**config.mk**
```make
export PLATFORM = sky130hd
export DESIGN_NAME = bf_img_port
export DESIGN_NICKNAME = d
export VERILOG_FILES = /design/src/rtl/bf_pkg.sv /design/src/rtl/bf_skid_fifo.sv /design/src/rtl/bf_img_port.sv
export SDC_FILE = /design/constraint.sdc
export NUM_CORES = 1
export LEC_CHECK = 0
export ABC_AREA = 1
export CAP_MARGIN = 20
export CORE_MARGIN = 4
export CORE_UTILIZATION = 56
export DETAILED_ROUTE_END_ITERATION = 12
export PLACE_DENSITY = 0.8
export SLEW_MARGIN = 20
export SYNTH_ARGS = -nofsm -noshare
export SYNTH_HDL_FRONTEND = slang
export SYNTH_HIERARCHICAL = 1
export SYNTH_SLANG_ARGS = --single-unit
```
**constraint.sdc**
```tcl
create_clock -name clk -period 4.84 [get_ports clk]
set_input_delay 0.726 -clock clk [delete_from_list [all_inputs] [get_ports clk]]
set_output_delay 0.726 -clock clk [all_outputs]
set_load 0.02 [all_outputs]
```
**src/rtl/bf_pkg.sv**
```systemverilog
// Shared constants and FSM encoding for the bilateral-filter image port.
package bf_pkg;

  localparam int IMG_W = 256;
  localparam int IMG_H = 256;
  localparam int AW    = 16;
  localparam int DW    = 8;
  localparam int XW    = $clog2(IMG_W);
  localparam int YW    = $clog2(IMG_H);
  localparam int NPIX  = IMG_W * IMG_H;

  typedef enum logic [1:0] {
    IDLE,
    FETCH,
    DRAIN,
    DONE
  } state_t;

endpackage

```
**src/rtl/bf_skid_fifo.sv**
```systemverilog
// Small synchronous FIFO holding {addr, data} pairs captured from image memory.
// Push into a full FIFO is accepted only together with a pop; flush empties it.
module bf_skid_fifo #(
  parameter int DEPTH = 2,
  parameter int W     = 8,
  localparam int CW   = $clog2(DEPTH + 1)
) (
  input  logic          clk,
  input  logic          rst,
  input  logic          flush_i,
  input  logic          push_i,
  input  logic [W-1:0]  push_dat_i,
  input  logic          pop_i,
  output logic          full_o,
  output logic          empty_o,
  output logic [CW-1:0] count_o,
  output logic [W-1:0]  head_dat_o
);
  localparam int PW = $clog2(DEPTH);
  typedef logic [PW-1:0] ptr_t;
  typedef logic [CW-1:0] cnt_t;

  logic [W-1:0] mem_q [DEPTH];
  ptr_t rd_q, rd_d, wr_q, wr_d;
  cnt_t count_q, count_d;
  logic do_push, do_pop;

  function automatic ptr_t ptr_inc(input ptr_t p);
    return (p == ptr_t'(DEPTH - 1)) ? '0 : p + ptr_t'(1);
  endfunction

  assign full_o     = (count_q == cnt_t'(DEPTH));
  assign empty_o    = (count_q == '0);
  assign count_o    = count_q;
  assign head_dat_o = mem_q[rd_q];
  assign do_pop     = pop_i && !empty_o;
  assign do_push    = push_i && (!full_o || do_pop);

  always_comb begin
    rd_d    = rd_q;
    wr_d    = wr_q;
    count_d = count_q;
    if (flush_i) begin
      rd_d    = '0;
      wr_d    = '0;
      count_d = '0;
    end else begin
      if (do_pop)  rd_d = ptr_inc(rd_q);
      if (do_push) wr_d = ptr_inc(wr_q);
      count_d = count_q + cnt_t'(do_push) - cnt_t'(do_pop);
    end
  end

  always_ff @(posedge clk or negedge rst) begin
    if (!rst) begin
      rd_q    <= '0;
      wr_q    <= '0;
      count_q <= '0;
    end else begin
      rd_q    <= rd_d;
      wr_q    <= wr_d;
      count_q <= count_d;
    end
  end

  always_ff @(posedge clk or negedge rst) begin
    if (!rst) begin
      for (int i = 0; i < DEPTH; i++) mem_q[i] <= '0;
    end else if (do_push && !flush_i) begin
      mem_q[wr_q] <= push_dat_i;
    end
  end

endmodule

```
**src/rtl/bf_img_port.sv**
```systemverilog
// Image-memory master: raster-reads the frame into a valid/ready pixel stream and
// writes filtered results back in raster order, raising finish when the frame is done.
module bf_img_port #(
  parameter int IMG_W      = bf_pkg::IMG_W,
  parameter int IMG_H      = bf_pkg::IMG_H,
  parameter int AW         = bf_pkg::AW,
  parameter int DW         = bf_pkg::DW,
  parameter int SKID_DEPTH = 2
) (
  input  logic                       clk,
  input  logic                       rst,
  input  logic                       in_valid,
  output logic [AW-1:0]              in_addr,
  input  logic [DW-1:0]              in_data,
  output logic                       pix_valid,
  input  logic                       pix_ready,
  output logic [DW-1:0]              pix_data,
  output logic [$clog2(IMG_W)-1:0]   pix_x,
  output logic [$clog2(IMG_H)-1:0]   pix_y,
  input  logic                       res_valid,
  input  logic [DW-1:0]              res_data,
  output logic                       out_valid,
  output logic [AW-1:0]              out_addr,
  output logic [DW-1:0]              out_data,
  output logic                       finish
);
  import bf_pkg::*;

  localparam int XW = $clog2(IMG_W);
  localparam int CW = $clog2(SKID_DEPTH + 1);
  localparam int FW = AW + DW;

  typedef logic [AW:0]   cnt_t;
  typedef logic [AW-1:0] addr_t;
  typedef logic [CW:0]   occ_t;

  localparam cnt_t NPIX_C = cnt_t'(IMG_W * IMG_H);
  localparam cnt_t LAST_C = NPIX_C - cnt_t'(1);

  state_t  state_q, state_d;
  cnt_t    addr_q, addr_d, wr_cnt_q, wr_cnt_d;
  logic    inflight_q, inflight_d;
  logic    out_valid_q, out_valid_d;
  addr_t   out_addr_q, out_addr_d;
  logic [DW-1:0] out_data_q, out_data_d;

  logic          iss, pop, clear, wr_en, fifo_full, fifo_empty;
  logic [CW-1:0] fifo_count;
  logic [FW-1:0] head;
  addr_t         cap_addr, head_addr;
  occ_t          load;

  // One-cycle memory latency: the word arriving now belongs to the previous address.
  assign cap_addr  = addr_q[AW-1:0] - addr_t'(1);
  assign pop       = pix_valid && pix_ready;
  assign load      = occ_t'(fifo_count) + occ_t'(inflight_q) - occ_t'(pop);
  assign iss       = in_valid && (state_q == IDLE || state_q == FETCH) &&
                     (addr_q != NPIX_C) && (load < occ_t'(SKID_DEPTH));
  assign clear     = (state_d == IDLE);
  assign wr_en     = res_valid && (state_q == FETCH || state_q == DRAIN) &&
                     (wr_cnt_q != NPIX_C);

  bf_skid_fifo #(
    .DEPTH (SKID_DEPTH),
    .W     (FW)
  ) u_skid (
    .clk        (clk),
    .rst        (rst),
    .flush_i    (clear),
    .push_i     (inflight_q),
    .push_dat_i ({cap_addr, in_data}),
    .pop_i      (pop),
    .full_o     (fifo_full),
    .empty_o    (fifo_empty),
    .count_o    (fifo_count),
    .head_dat_o (head)
  );

  assign head_addr = head[FW-1:DW];
  assign pix_valid = !fifo_empty;
  assign pix_data  = pix_valid ? head[DW-1:0] : '0;
  assign pix_x     = pix_valid ? head_addr[XW-1:0] : '0;
  assign pix_y     = pix_valid ? head_addr[AW-1:XW] : '0;
  // After the final issue the counter sits at NPIX; keep showing the last address.
  assign in_addr   = addr_q[AW] ? '1 : addr_q[AW-1:0];
  assign out_valid = out_valid_q;
  assign out_addr  = out_addr_q;
  assign out_data  = out_data_q;
  assign finish    = (state_q == DONE);

  always_comb begin
    state_d = state_q;
    case (state_q)
      IDLE:    if (in_valid) state_d = FETCH;
      FETCH:   if (!in_valid) state_d = IDLE;
               else if (iss && addr_q == LAST_C) state_d = DRAIN;
      DRAIN:   if (!in_valid) state_d = IDLE;
               else if (wr_cnt_q == NPIX_C) state_d = DONE;
      DONE:    if (!in_valid) state_d = IDLE;
      default: state_d = IDLE;
    endcase
  end

  always_comb begin
    addr_d      = addr_q;
    inflight_d  = iss;
    wr_cnt_d    = wr_cnt_q;
    out_valid_d = wr_en;
    out_addr_d  = out_addr_q;
    out_data_d  = out_data_q;
    if (iss) addr_d = addr_q + cnt_t'(1);
    if (wr_en) begin
      out_addr_d = wr_cnt_q[AW-1:0];
      out_data_d = res_data;
      wr_cnt_d   = wr_cnt_q + cnt_t'(1);
    end
    if (clear) begin
      addr_d      = '0;
      inflight_d  = 1'b0;
      wr_cnt_d    = '0;
      out_valid_d = 1'b0;
      out_addr_d  = '0;
      out_data_d  = '0;
    end
  end

  always_ff @(posedge clk or negedge rst) begin
    if (!rst) begin
      state_q     <= IDLE;
      addr_q      <= '0;
      inflight_q  <= 1'b0;
      wr_cnt_q    <= '0;
      out_valid_q <= 1'b0;
      out_addr_q  <= '0;
      out_data_q  <= '0;
    end else begin
      state_q     <= state_d;
      addr_q      <= addr_d;
      inflight_q  <= inflight_d;
      wr_cnt_q    <= wr_cnt_d;
      out_valid_q <= out_valid_d;
      out_addr_q  <= out_addr_d;
      out_data_q  <= out_data_d;
    end
  end

  // Issue throttling guarantees a capture never lands on a full buffer without a pop.
  assert property (@(posedge clk) disable iff (!rst) (inflight_q && fifo_full) |-> pop);

endmodule

```
==> impl_metrics.ini, run 1 <==
[run_status]
status = complete, no violations

[drt]
drt-wirelength-per-cell_um = 14.4
drcViolationCount = 0
wirelength_mm = 15.8
drt-pass1-iter-count = 5
viasPerCell = 5.40
route.antenna.remaining_nets = 0
drt_iter0_markers = 449
vias = 5919

[global_routing]
overflow = 0
grt_pass1_vias = 5615
grt_max_degree = 85
grt_use_total = 0.247
grt_pass1_wl_mm = 26.4
top_usage_layer = met2
use_met1 = 0.309
groute.layer.met2.usage = 0.428
antenna_found_initial = 0
met3_usage = 0.0423

[sta]
finalHoldViolCount = 0
setup_tns_ns = 0
relSlewSlack = 0.395
fmax_mhz = 258
rsz0062_at_grt = false
period_needed_ns = 3.88
fin_crit_sh = 0.802
fin_worst_skew_ns = 0.0104
worst_slew_pin_slew_ns = 0.907
setup_viol = 0
drv_slew = 0

[cts]
ctsResizeCount = 0
cts_hold_buf = 0
cts-root-buf = clkbuf_16
numCtsBuffers = 17
postCtsSetupBuffers = 0
insertion_delay_ns = 0.41
cts_tree = built
clock-sinks = 114
clock_path_buffers = 2
clk_pin_slew_ns = 0.06
htreeDepth = 4

[power]
powerDensity_mw_per_mm2 = 514
ir_drop_mv = 0.366
leakage_nw = 4.08

[logic_synthesis]
yosys_warnings = 6
syn_inst = 870
syn_area_mm2 = 0.00650
avgSynthCellArea_um2 = 7.47
syn-num-nets = 905

[floorplanning]
boundaryPins = 88
die_area_mm2 = 0.0134
start_util = 0.572
rows = 39
fp.dieW_um = 116
core_area_mm2 = 0.0114
die_y_um = 116

[cells_and_area]
area_growth_pct = 21.7
drive_gt1_frac = 0.0808
nets = 975
seq_area_mm2 = 0.00285
postLayoutCoreUtil = 0.696
antenna_cells = 0
nFillCells = 935
multiInputGateArea_mm2 = 0.00298

[placed_design]
dp_hpwl_mm = 10.2
place_congestion = 0.896
port_buffers = 87

[setup_path]
cp-start-kind = flip-flop
path_max_fanout = 30
crit_required_ns = 5.12
end_kind = flip-flop
path_class = reg2reg
arrival_ns = 4.16

[worst_hold_path]
hp-class = in2async

[job]
drv_cap = 0
## power breakdown
group	total, mW	switching (mW)	internal, mW
sequential	1.33	0.147	1.19
clock	1.25	0.472	0.777
combinational	1.48	0.995	0.488
## layout by cell type (no fill, tap or decap), drive strengths merged, types with 2 or more instances in the layout
cell           instances
a21oi                  3
nand2                305
nand4                 64
ha                    13
clkdlybuf4s50         86
clkinvlp               3
clkbuf                18
bufinv                 2
nor3                  12
buf                   10
clkinv                 7
dfrtp                114
o21bai                 2
o21ai                 14
nor2                  99
inv                   98
nand3                 79
xor2                  19
## critical path: stages (launching register included)
cell,delay [ns]
dfrtp_1,0.49
nor2_2,0.14
buf_4,0.27
nor2_1,0.12
ha_1,0.30
inv_1,0.05
nand2_1,0.05
fa_1,0.49
nand2_1,0.05
inv_1,0.05
o21ai_0,0.08
nor2_2,0.18
nand3_2,0.10
nand2_1,0.07
nand2_1,0.05
nand2_1,0.09
a21oi_4,0.07
nand2_4,0.09
inv_6,0.11
nor2_4,0.14
nand3_2,0.44
nand2_1,0.23
nand2_1,0.08
## cell type report
| class | count | area share |
|---|---|---|
| clock buffers | 18 | 0.0555 |
| multi-input cells | 615 | 0.376 |
| repair buffers | 96 | 0.119 |
| inverters | 96 | 0.0462 |
| well taps | 143 | 0.0226 |
| flip-flops and latches | 114 | 0.361 |
| clock inverters | 14 | 0.0199 |
## sequential cells by signal, indices dropped and copies added, names as in the netlist
signal	flops
addr_q	17
out_data	8
out_addr	16
inflight_q	1
u_skid/mem_q	48
state_q	2
u_skid/count_o	2
out_valid	1
u_skid/wr_q	1
u_skid/rd_q	1
wr_cnt_q	17
## metrics by stage
stage	total power [mW]	worst slack [ns]	hold WS (ns)	cells	cell area (µm²)
3_5_place_dp	2.81	0.678	0.458	1064	7310
5_1_grt	4.34	0.541	0.422	1096	7910
4_1_cts	4.09	0.910	0.472	1096	7910
2_1_floorplan	2.46	1.09	0.430	870	6500
6_report	4.07	0.959	0.371	1096	7910
3_3_place_gp	2.77	0.792	0.454	1064	7310
## metal layers
| layer | part of all wire | vias to the layer above |
|---|---|---|
| li1 | - | 2895 |
| met3 | 0.050 | 34 |
| met5 | 0 | - |
| met2 | 0.51 | 201 |
| met4 | 0.019 | 0 |
| met1 | 0.42 | 2789 |
## worst paths after layout
| kind | start | endpoint | slack [ns] | cells past startpoint |
|---|---|---|---|---|
| worst max-delay path | u_skid/count_o[1]$_DFF_PN0_ | u_skid/mem_q[46]$_DFFE_PN0P_ | 0.96 | 22 |
| worst min-delay path | rst | u_skid/mem_q[7]$_DFFE_PN0P_ | 0.37 | 1 |
| worst max register to register | u_skid/count_o[1]$_DFF_PN0_ | u_skid/mem_q[46]$_DFFE_PN0P_ | 0.96 | 22 |
| worst min register to register | u_skid/mem_q[8]$_DFFE_PN0P_ | u_skid/mem_q[8]$_DFFE_PN0P_ | 0.47 | 2 |
| max in group asynchronous | rst | wr_cnt_q[1]$_DFFE_PN0P_ | 3.55 | 2 |
| min in group clk | u_skid/mem_q[8]$_DFFE_PN0P_ | u_skid/mem_q[8]$_DFFE_PN0P_ | 0.47 | 2 |
Note: power is estimated with default switching activity, not from simulation.
==> run 2, diff against run 1 <==
Clock period 4.84 ns to 3.7 ns, I/O delays scaled along.
==> run 2 against run 1 <==
  * Clock-buffer cell count up 2
  * Largest cell class unchanged
  * Flip-flop and latch count unchanged
  * Clock power up 32%
  * Critical endpoint is now out_addr[4]$_DFFE_PN0P_
==> impl_metrics.ini, run 2 (same netlist as run 1, synthesis figures left out) <==
[placed_design]
place_congestion = 0.866
post_dp_cell_area_mm2 = 0.00737
port_buffers = 87
dp_hpwl_mm = 10.1
placedCellCount = 1069

[setup_path]
end_kind = flip-flop
cp-startpoint = pix_ready
setup.worst_path.end = out_addr[4]$_DFFE_PN0P_
reg2reg_depth = 19
reg2reg_from = u_skid/count_o[1]$_DFF_PN0_
crit_required_ns = 4.04
arrival_ns = 3.60
cp-start-kind = primary input
path_max_fanout = 63
timing.rr.end = out_addr[4]$_DFFE_PN0P_
rrSetupSlack_ns = 0.45
path_class = in2reg

[sta]
fin_crit_sh = 0.881
finalHoldViolCount = 0
drv_slew = 0
fin_worst_skew_ns = 0.0101
setup_viol = 0
relSlewSlack = 0.619
worst_slew_pin_slew_ns = 0.571
whs_ns = 0.122
setup_tns_ns = 0
period_needed_ns = 3.26
rsz0062_at_grt = false
fmax_mhz = 307

[floorplanning]
rows = 39
core_area_mm2 = 0.0114
boundaryPins = 88
die_area_mm2 = 0.0134
die_y_um = 116
fp.dieW_um = 116
start_util = 0.572

[cells_and_area]
largest_reg_flops = 48
finalNonFillerCells = 1101
area_growth_pct = 22.7
mostFrequentLayoutCells = nand2_1 (302), dfrtp_1 (114), inv_1 (92)
nFillCells = 943
drive_gt1_frac = 0.0835
nets = 980
postLayoutCoreUtil = 0.702
top_regs = u_skid/mem_q x48, addr_q x17, wr_cnt_q x17
regMostFlops = u_skid/mem_q
antenna_cells = 0
mostFrequentLayoutCell = nand2_1
design_area_mm2 = 0.00798

[cts]
clock-sinks = 114
cts-root-buf = clkbuf_16
insertion_delay_ns = 0.41
postCtsSetupBuffers = 0
clk_pin_slew_ns = 0.06
htreeDepth = 4
cts_hold_buf = 0
clock_path_buffers = 2
ctsResizeCount = 0
cts_tree = built
numCtsBuffers = 17

[global_routing]
grt_pass1_vias = 5624
grt_max_degree = 75
antenna_found_initial = 0
grt_use_total = 0.249
overflow = 0
grt_pass1_wl_mm = 26.6

[worst_hold_path]
hp-class = in2async

[job]
drv_cap = 0

[run_status]
status = complete, no violations

[drt]
wirelength_mm = 15.5
vias = 5833
drt_iter0_markers = 456
route.antenna.remaining_nets = 0
viasPerCell = 5.30
drcViolationCount = 0
drt-wirelength-per-cell_um = 14.1
drt-pass1-iter-count = 5

[power]
powerDensity_mw_per_mm2 = 676
ir_drop_mv = 0.344
leakage_nw = 4.11
## run 2: cell types whose count changed in the layout (fill, tap and decap cells not counted), sizes merged
cell      previous run  this run
clkbuf              18        20
bufinv               2         3
clkinvlp             3         4
buf                 10        15
clkinv               7         3
## run 2: worst min path at each step
stage | start | endpoint | slack, ns | depth (start not counted)
final | rst | u_skid/mem_q[4]$_DFFE_PN0P_ | 0.12 | 1
after global routing | rst | u_skid/mem_q[4]$_DFFE_PN0P_ | 0.16 | 1
after CTS | rst | u_skid/mem_q[28]$_DFFE_PN0P_ | 0.13 | 1
after detailed placement | u_skid/mem_q[29]$_DFFE_PN0P_ | u_skid/mem_q[29]$_DFFE_PN0P_ | 0.46 | 2
after global placement | u_skid/mem_q[25]$_DFFE_PN0P_ | u_skid/mem_q[25]$_DFFE_PN0P_ | 0.45 | 2
after floorplan | rst | addr_q[0]$_DFFE_PN0P_ | 0.26 | 0
## run 2: cell type report
cell class	instances	area, µm²	share of cell area
inverters	96	365	0.0458
flip-flops and latches	114	2850	0.358
clock inverters	12	156	0.0196
well taps	143	179	0.0224
clock buffers	20	447	0.0560
multi-input cells	615	2980	0.373
repair buffers	101	998	0.125
## run 2: per-stage QoR
step | worst slack, ns | power, mW
after detailed placement | 0.0532 | 3.74
after CTS | 0.441 | 5.41
after floorplan | 0.0586 | 3.23
after global placement | 0.0952 | 3.69
after global routing | 0.148 | 5.75
final | 0.441 | 5.39
## run 2: where the power goes
part | total [mW] | internal (mW) | switching (mW)
Combinational | 1.99 | 0.678 | 1.31
Sequential | 1.75 | 1.55 | 0.195
Clock | 1.65 | 1.08 | 0.574
## run 2: metal layers
layer | vias up | global-route usage | wire [µm] | part of all wire
li1 | 2911 | - | - | -
met1 | 2720 | 0.316 | 6590 | 0.42
met4 | 0 | 0.0920 | 353 | 0.023
met5 | - | 0 | 0 | 0
met3 | 34 | 0.0475 | 763 | 0.049
met2 | 168 | 0.425 | 7820 | 0.50
## run 2: worst max-delay path, cell delays in order
cell and delay [ns]:
clkdlybuf4s50_1 0.45, inv_1 0.03, nor2_1 0.16, ha_1 0.26
inv_1 0.05, nand2_1 0.05, fa_1 0.48, nand2_1 0.05
inv_1 0.05, o21ai_0 0.08, nor2_2 0.12, nand3_2 0.09
nand2_1 0.07, nand2_1 0.05, nand2_1 0.10, a21oi_4 0.07
nand2_4 0.09, buf_4 0.47, nand3_1 0.17, nand2_1 0.12
==> run 3, diff against run 2 <==
Settings changed: CORE_UTILIZATION 56 to 64, DONT_BUFFER_PORTS set to 1, PLACE_DENSITY 0.8 to 0.79.
Clock period 3.7 ns to 3.31 ns, I/O delays scaled along.
==> run 3 against run 2 <==
  * Clock-buffer cell count grew 3
  * Via count shrank 0.38%
  * Non-clock buffer count shrank 78
  * Critical endpoint is now u_skid/mem_q[42]$_DFFE_PN0P_
  * Largest power group unchanged
  * Highest routed layer unchanged
==> impl_metrics.ini, run 3 (same netlist as run 1, synthesis figures left out) <==
[setup_path]
crit_required_ns = 3.72
end_kind = flip-flop
cp_num_buf_inv = 4
path_max_fanout = 12
cp-start-kind = flip-flop
cp_cell_sequence = nor2_4 > nor2_4 > ha_1 > inv_1 > nand2_1 > fa_1 > nand2_1 > inv_1 > o21ai_1 > nor2_2 > nand3_2 > nand2_1 > nand2_1 > nand2_2 > a21oi_4 > nand2_4 > inv_6 > nor2_4 > buf_12 > nand3_4 > nand2_1 > nand2_1
cpPeakStageDelay_ns = 0.49
arrival_ns = 3.52
crit_family = simple AND/OR/NAND/NOR gates
cp_common_cell = nand2_1
path_class = reg2reg
cp_slowest_cell = fa_1

[cts]
cts-root-buf = clkbuf_8
cts_tree = built
clock-sinks = 114
numCtsBuffers = 17
clock_path_buffers = 2
htreeDepth = 4
insertion_delay_ns = 0.53
clk_pin_slew_ns = 0.06

[placed_design]
placedCellCount = 972
port_buffers = 0
dp_hpwl_mm = 10.3
place_congestion = 0.987

[global_routing]
antenna_found_initial = 0
grt_use_total = 0.274
grt_max_degree = 115
overflow = 0
grt_pass1_vias = 5380
grt_pass1_wl_mm = 25.3

[sta]
fmax_mhz = 321
finalHoldViolCount = 0
fin_worst_skew_ns = 0.00997
fin_crit_sh = 0.940
drv_slew = 0
relSlewSlack = 0.548
setup_viol = 0
worst_slew_pin_slew_ns = 0.678
period_needed_ns = 3.11
rsz0062_at_grt = false

[floorplanning]
die_y_um = 109
start_util = 0.662
die_area_mm2 = 0.0118
fp.dieW_um = 109
boundaryPins = 88
rows = 36
core_area_mm2 = 0.00982

[cells_and_area]
nFillCells = 739
area_growth_pct = 12.1
drive_gt1_frac = 0.110
antenna_cells = 0
top_regs = u_skid/mem_q x48, addr_q x17, wr_cnt_q x17
nets = 907
regMostFlops = u_skid/mem_q
multiInputGateArea_mm2 = 0.00309
seq_area_mm2 = 0.00286
mostFrequentLayoutCells = nand2_1 (299), dfrtp_1 (112), inv_1 (92)
largest_reg_flops = 48
finalNonFillerCells = 1018
mostFrequentLayoutCell = nand2_1

[drt]
drt-wirelength-per-cell_um = 15.9
drt-pass1-iter-count = 6
wirelength_mm = 16.2
drt_iter0_markers = 500
viasPerCell = 5.71
route.antenna.remaining_nets = 0
vias = 5811
drcViolationCount = 0

[power]
leakage_nw = 3.86
powerDensity_mw_per_mm2 = 809
ir_drop_mv = 0.475
power_mw = 5.89

[run_status]
status = complete, no violations

[worst_hold_path]
hp-class = in2reg

[job]
drv_cap = 0
[run 3: metrics by stage]
stage / setup TNS [ns] / hold slack [ns] / cell area (µm²) / worst slack, ns / util
5_1_grt: 0 / 0.114 / 7290 / 0.000838 / 0.742
3_5_place_dp: 0 / 0.205 / 6490 / 0.0636 / 0.661
2_1_floorplan: -2.32 / 0.201 / 6550 / -0.0646 / -
4_1_cts: 0 / 0.104 / 7100 / 0.0439 / 0.723
3_3_place_gp: 0 / 0.206 / 6490 / 0.208 / 0.661
6_report: 0 / 0.115 / 7290 / 0.198 / 0.742
[run 3: layout make-up]
cell class | instances | area share
sequential | 114 | 0.392
clock buffer | 23 | 0.0640
clock inverter | 9 | 0.0144
timing repair buffer | 23 | 0.0323
multi-input combinational | 620 | 0.424
tap | 133 | 0.0228
inverter | 96 | 0.0501
[run 3: repair_timing]
action                                  CTS  global route
resized for setup                         0            13
buffers inserted                          0             7
endpoints found under the hold margin   114             0
hold buffers                              2             0
endpoints found under the setup margin    0           109
[run 3: power by group]
group	leakage [nW]	internal, mW	switching [mW]
Clock	0.282	1.13	0.624
Combinational	2.06	0.639	1.49
Sequential	1.52	1.74	0.273
[run 3: path summary, 6_finish.rpt]
| kind | slack [ns] | cells past startpoint | start | endpoint |
|---|---|---|---|---|
| max | 0.20 | 22 | u_skid/count_o[0]$_DFF_PN0_ | u_skid/mem_q[42]$_DFFE_PN0P_ |
| min | 0.11 | 2 | res_data[0] | out_data[0]$_DFFE_PN0P_ |
| max reg2reg | 0.20 | 22 | u_skid/count_o[0]$_DFF_PN0_ | u_skid/mem_q[42]$_DFFE_PN0P_ |
| min reg2reg | 0.47 | 2 | u_skid/mem_q[1]$_DFFE_PN0P_ | u_skid/mem_q[1]$_DFFE_PN0P_ |
| max in group asynchronous | 2.20 | 2 | rst | u_skid/count_o[0]$_DFF_PN0_ |
| min in group asynchronous | 0.56 | 2 | rst | u_skid/mem_q[14]$_DFFE_PN0P_ |
[run 3: per-layer routing]
metal | routed length (µm) | vias to the layer above | GRT usage
li1 | - | 2777 | -
met1 | 6330 | 2730 | 0.330
met2 | 8170 | 248 | 0.463
met3 | 1070 | 56 | 0.0557
met4 | 639 | 0 | 0.145
met5 | 0 | - | 0
==> RTL edit 1, RTL diff (settings of run 3) <==
Set the parameter `SKID_DEPTH` to 1 (it was 2).
--- a/src/rtl/bf_img_port.sv
+++ b/src/rtl/bf_img_port.sv
@@ -7,3 +7,3 @@
   parameter int DW         = bf_pkg::DW,
-  parameter int SKID_DEPTH = 2
+  parameter int SKID_DEPTH = 1
 ) (
Function: changed (a bounded check fails within 4 cycles, from zero or initial values and one cycle with rst low).
==> RTL edit 1 against run 3 <==
Routed wire length down 34%; area after synthesis down 21%; setup slack better by 180 ps; power down 38%; sequential cell count down 25; cell area down 27%; maximum frequency up 6.3%; hold slack worse by 85 ps; critical endpoint is now u_skid/mem_q[10]$_DFFE_PN0P_; largest power group is now registers.
==> RTL edit 1: results <==
cts:
  h-tree-depth: 3
  cts_setup_buffers: 0
  ctsResizeCount: 0
  root_buffer: "clkbuf_8"
  cts-hold-fix-buffers: 1
  cts.path.max_buffers: 2
  cts_buffers: 9
  path_clk_slew_ps: 100
  clkLatencyLatePin_ps: 360
worst_setup_path:
  r2r.worst_path.cells: 19
  r2r_start: "u_skid/count_o$_DFF_PN0_"
  setup.worst_path.start: "u_skid/count_o$_DFF_PN0_"
  slowest_delay_ps: 490
  crit_fanout: 24
  cp-endpoint: "u_skid/mem_q[10]$_DFFE_PN0P_"
  ff2ff_setup_slack_ps: 380
  critical_path.slowest_cell: "nand4_2"
power_and_ir_drop:
  irDropWorstVdd_uv: 406
  leakage_nw: 2.78
timing:
  skew_ps: 6.84
  report.final.slew_viol_count: 0
  worstMarginPinSlew_ps: 608
detailed_routing:
  vias: 4187
  wl_um: 10700
  drt_iter0_drc: 231
global_route:
  grt_max_degree: 90
  grt_pass1_vias: 4037
  grt_pass1_wl_um: 18600
  track_usage: 0.231
cells_and_area:
  largest_registers: "u_skid/mem_q: 24 flops, addr_q: 17 flops, wr_cnt_q: 17 flops"
  largest_register: "u_skid/mem_q"
  fillers: 673
  nets: 687
  drive_gt1_frac: 0.0974
place:
  place_congestion: 0.829
  place_hpwl_um: 7530
run_status:
  status: "completed"
logic_synthesis:
  synth_nets: 699
worst_hold_path:
  min_path_type: "input pin to asynchronous set/reset pin"
## RTL edit 1: area by class of cell
cell class                 instances  area, µm²  area share
clock buffer                       9        124      0.0234
clock inverter                     7       61.3      0.0116
inverter                          89        337      0.0635
multi-input combinational        456       2350       0.444
sequential                        89       2230       0.420
tap                              102        128      0.0241
timing repair buffer               7       72.6      0.0137
## RTL edit 1: metal layers
metal	share of wire	up-vias	global-route usage
li1	-	2066	-
met1	0.43	1984	0.290
met2	0.51	131	0.411
met3	0.056	6	0.0503
met4	0.0060	0	0.0479
met5	0	-	0
## RTL edit 1: per-stage QoR
stage	cells	area (µm²)	hold slack, ps	setup slack, ps	util
final	759	5300	29.7	382	0.683
after global routing	759	5300	59.9	87.7	0.683
after CTS	759	5300	55.9	391	0.683
after detailed placement	742	5090	203	385	0.655
after global placement	742	5090	203	492	0.655
after floorplan	664	5140	201	57.2	-
## RTL edit 1: how the worst min path moves through the flow
stage	startpoint	to	slack, ps	cells after the start
floorplan	rst	addr_q[0]$_DFFE_PN0P_	200	0
global placement	rst	u_skid/mem_q[7]$_DFFE_PN0P_	200	0
detailed placement	rst	u_skid/mem_q[0]$_DFFE_PN0P_	200	0
CTS	rst	addr_q[13]$_DFFE_PN0P_	60	1
global route	rst	out_data[0]$_DFFE_PN0P_	60	1
finish	rst	addr_q[4]$_DFFE_PN0P_	30	1
## RTL edit 1: power by group
group,internal (W),switching [W]
Combinational,0.000393,0.00107
Clock,0.000288,0.000429
Sequential,0.00130,0.000196
Total,0.00198,0.00170
==> RTL edit 2, RTL diff (flow settings as in run 3) <==
Without the edit above. The 4 states of `state_t` get a Gray code encoding in 2 bits.
--- a/src/rtl/bf_pkg.sv
+++ b/src/rtl/bf_pkg.sv
@@ -12,6 +12,6 @@
   typedef enum logic [1:0] {
-    IDLE,
-    FETCH,
-    DRAIN,
-    DONE
+    IDLE  = 2'b00,
+    FETCH = 2'b01,
+    DRAIN = 2'b11,
+    DONE  = 2'b10
   } state_t;
Function: same outputs for any inputs over 10 cycles, from zero or initial values and one cycle with rst low; not proved beyond that.
==> RTL edit 2 against run 3 <==
First-iteration DRC count up 31%; maximum frequency up 16%; setup slack better by 430 ps; clock skew down 2.6 ps; area after synthesis up 3.1%; cell area down 0.22%; count of clock-buffer cells in the layout up 2; routed wire length up 2.8%; via count up 5.0%; power down 5.5%; sequential cell count unchanged.
==> RTL edit 2: results <==
cts:
  clkLatencyLatePin_ps: 520
  h-tree-depth: 4
  root_buffer: "clkbuf_8"
  cts_buffers: 17
  ctsResizeCount: 0
  path_clk_slew_ps: 50
place:
  place_congestion: 0.883
  place_hpwl_um: 10400
  io_buffer_count: 0
  dp_slack_ps: 672
power_and_ir_drop:
  leakage_nw: 3.85
  irDropWorstVdd_uv: 399
worst_setup_path:
  r2r_end: "addr_q[4]$_DFFE_PN0P_"
  ff2ff_setup_slack_ps: 630
  slowest_delay_ps: 500
  crit_fanout: 17
  r2r.worst_path.cells: 11
  r2r_start: "u_skid/count_o[1]$_DFF_PN0_"
  crit_arrival_ps: 3080
  critical_path.slowest_cell: "dfrtp_1"
cells_and_area:
  nets: 932
  antennaDiodeCount: 0
  largest_registers: "u_skid/mem_q: 48 flops, addr_q: 17 flops, wr_cnt_q: 17 flops"
  drive_gt1_frac: 0.0733
global_route:
  grt_max_degree: 115
  track_usage: 0.288
  grt_pass1_vias: 5632
  grt_use_met2: 0.457
  grt_pass1_wl_um: 27500
  antenna_found_initial: 0
  grt_util_met3: 0.0612
  grtUsageMet1: 0.395
run_status:
  status: "completed"
detailed_routing:
  vias: 6101
  first_pass_iters: 5
  wl_per_cell_um: 15.9
  drt_iter0_drc: 653
  wl_met3_um: 1310
  drt-met1-wl_um: 7090
  route.met2.wl_um: 8000
timing:
  worstMarginPinSlew_ps: 922
  skew_ps: 7.36
worst_hold_path:
  holdPathEnd: "out_data[7]$_DFFE_PN0P_"
  worstHoldStart: "res_data[7]"
  min_path_cells: 2
  min_path_type: "input pin to flop"
logic_synthesis:
  ys_warn_count: 6
  synth_nets: 957
flow_run:
  maxCapViolations: 0
[RTL edit 2: report_power, final]
group | internal, W | switching, W
clock | 0.00131 | 0.000624
combinational | 0.000467 | 0.00125
sequential | 0.00171 | 0.000208
[RTL edit 2: per-stage QoR]
step           hold slack (ps)  area [µm²]  instances  utilization
2_1_floorplan              201        6700        926            -
3_3_place_gp               204        6590       1016        0.641
3_5_place_dp               205        6590       1016        0.641
4_1_cts                   67.2        7270       1050        0.707
5_1_grt                   89.3        7270       1050        0.707
6_report                  83.0        7270       1050        0.707
[RTL edit 2: worst max path at each step]
stage	start	to	slack (ps)	cells after the start
after detailed placement	u_skid/count_o[1]$_DFF_PN0_	addr_q[4]$_DFFE_PN0P_	670	11
final	u_skid/count_o[1]$_DFF_PN0_	addr_q[4]$_DFFE_PN0P_	630	11
after global routing	u_skid/count_o[1]$_DFF_PN0_	addr_q[4]$_DFFE_PN0P_	360	12
after CTS	u_skid/count_o[1]$_DFF_PN0_	addr_q[4]$_DFFE_PN0P_	660	11
after floorplan	u_skid/count_o[1]$_DFF_PN0_	addr_q[0]$_DFFE_PN0P_	560	14
after global placement	u_skid/count_o[1]$_DFF_PN0_	addr_q[4]$_DFFE_PN0P_	750	11
[RTL edit 2: cell type report]
| cell class | instances | area [µm²] |
|---|---|---|
| Timing Repair Buffer | 8 | 82.6 |
| Multi-Input combinational cell | 688 | 3250 |
| Fill cell | 827 | 3010 |
| Sequential cell | 114 | 2850 |
| Tap cell | 136 | 170 |
| Clock buffer | 25 | 524 |
| Clock inverter | 7 | 118 |
| Inverter | 72 | 270 |
[RTL edit 2: repair_timing]
item | in CTS | in global routing
endpoints found under the hold margin | 114 | 0
buffers inserted | 0 | 0
hold buffers | 2 | 0
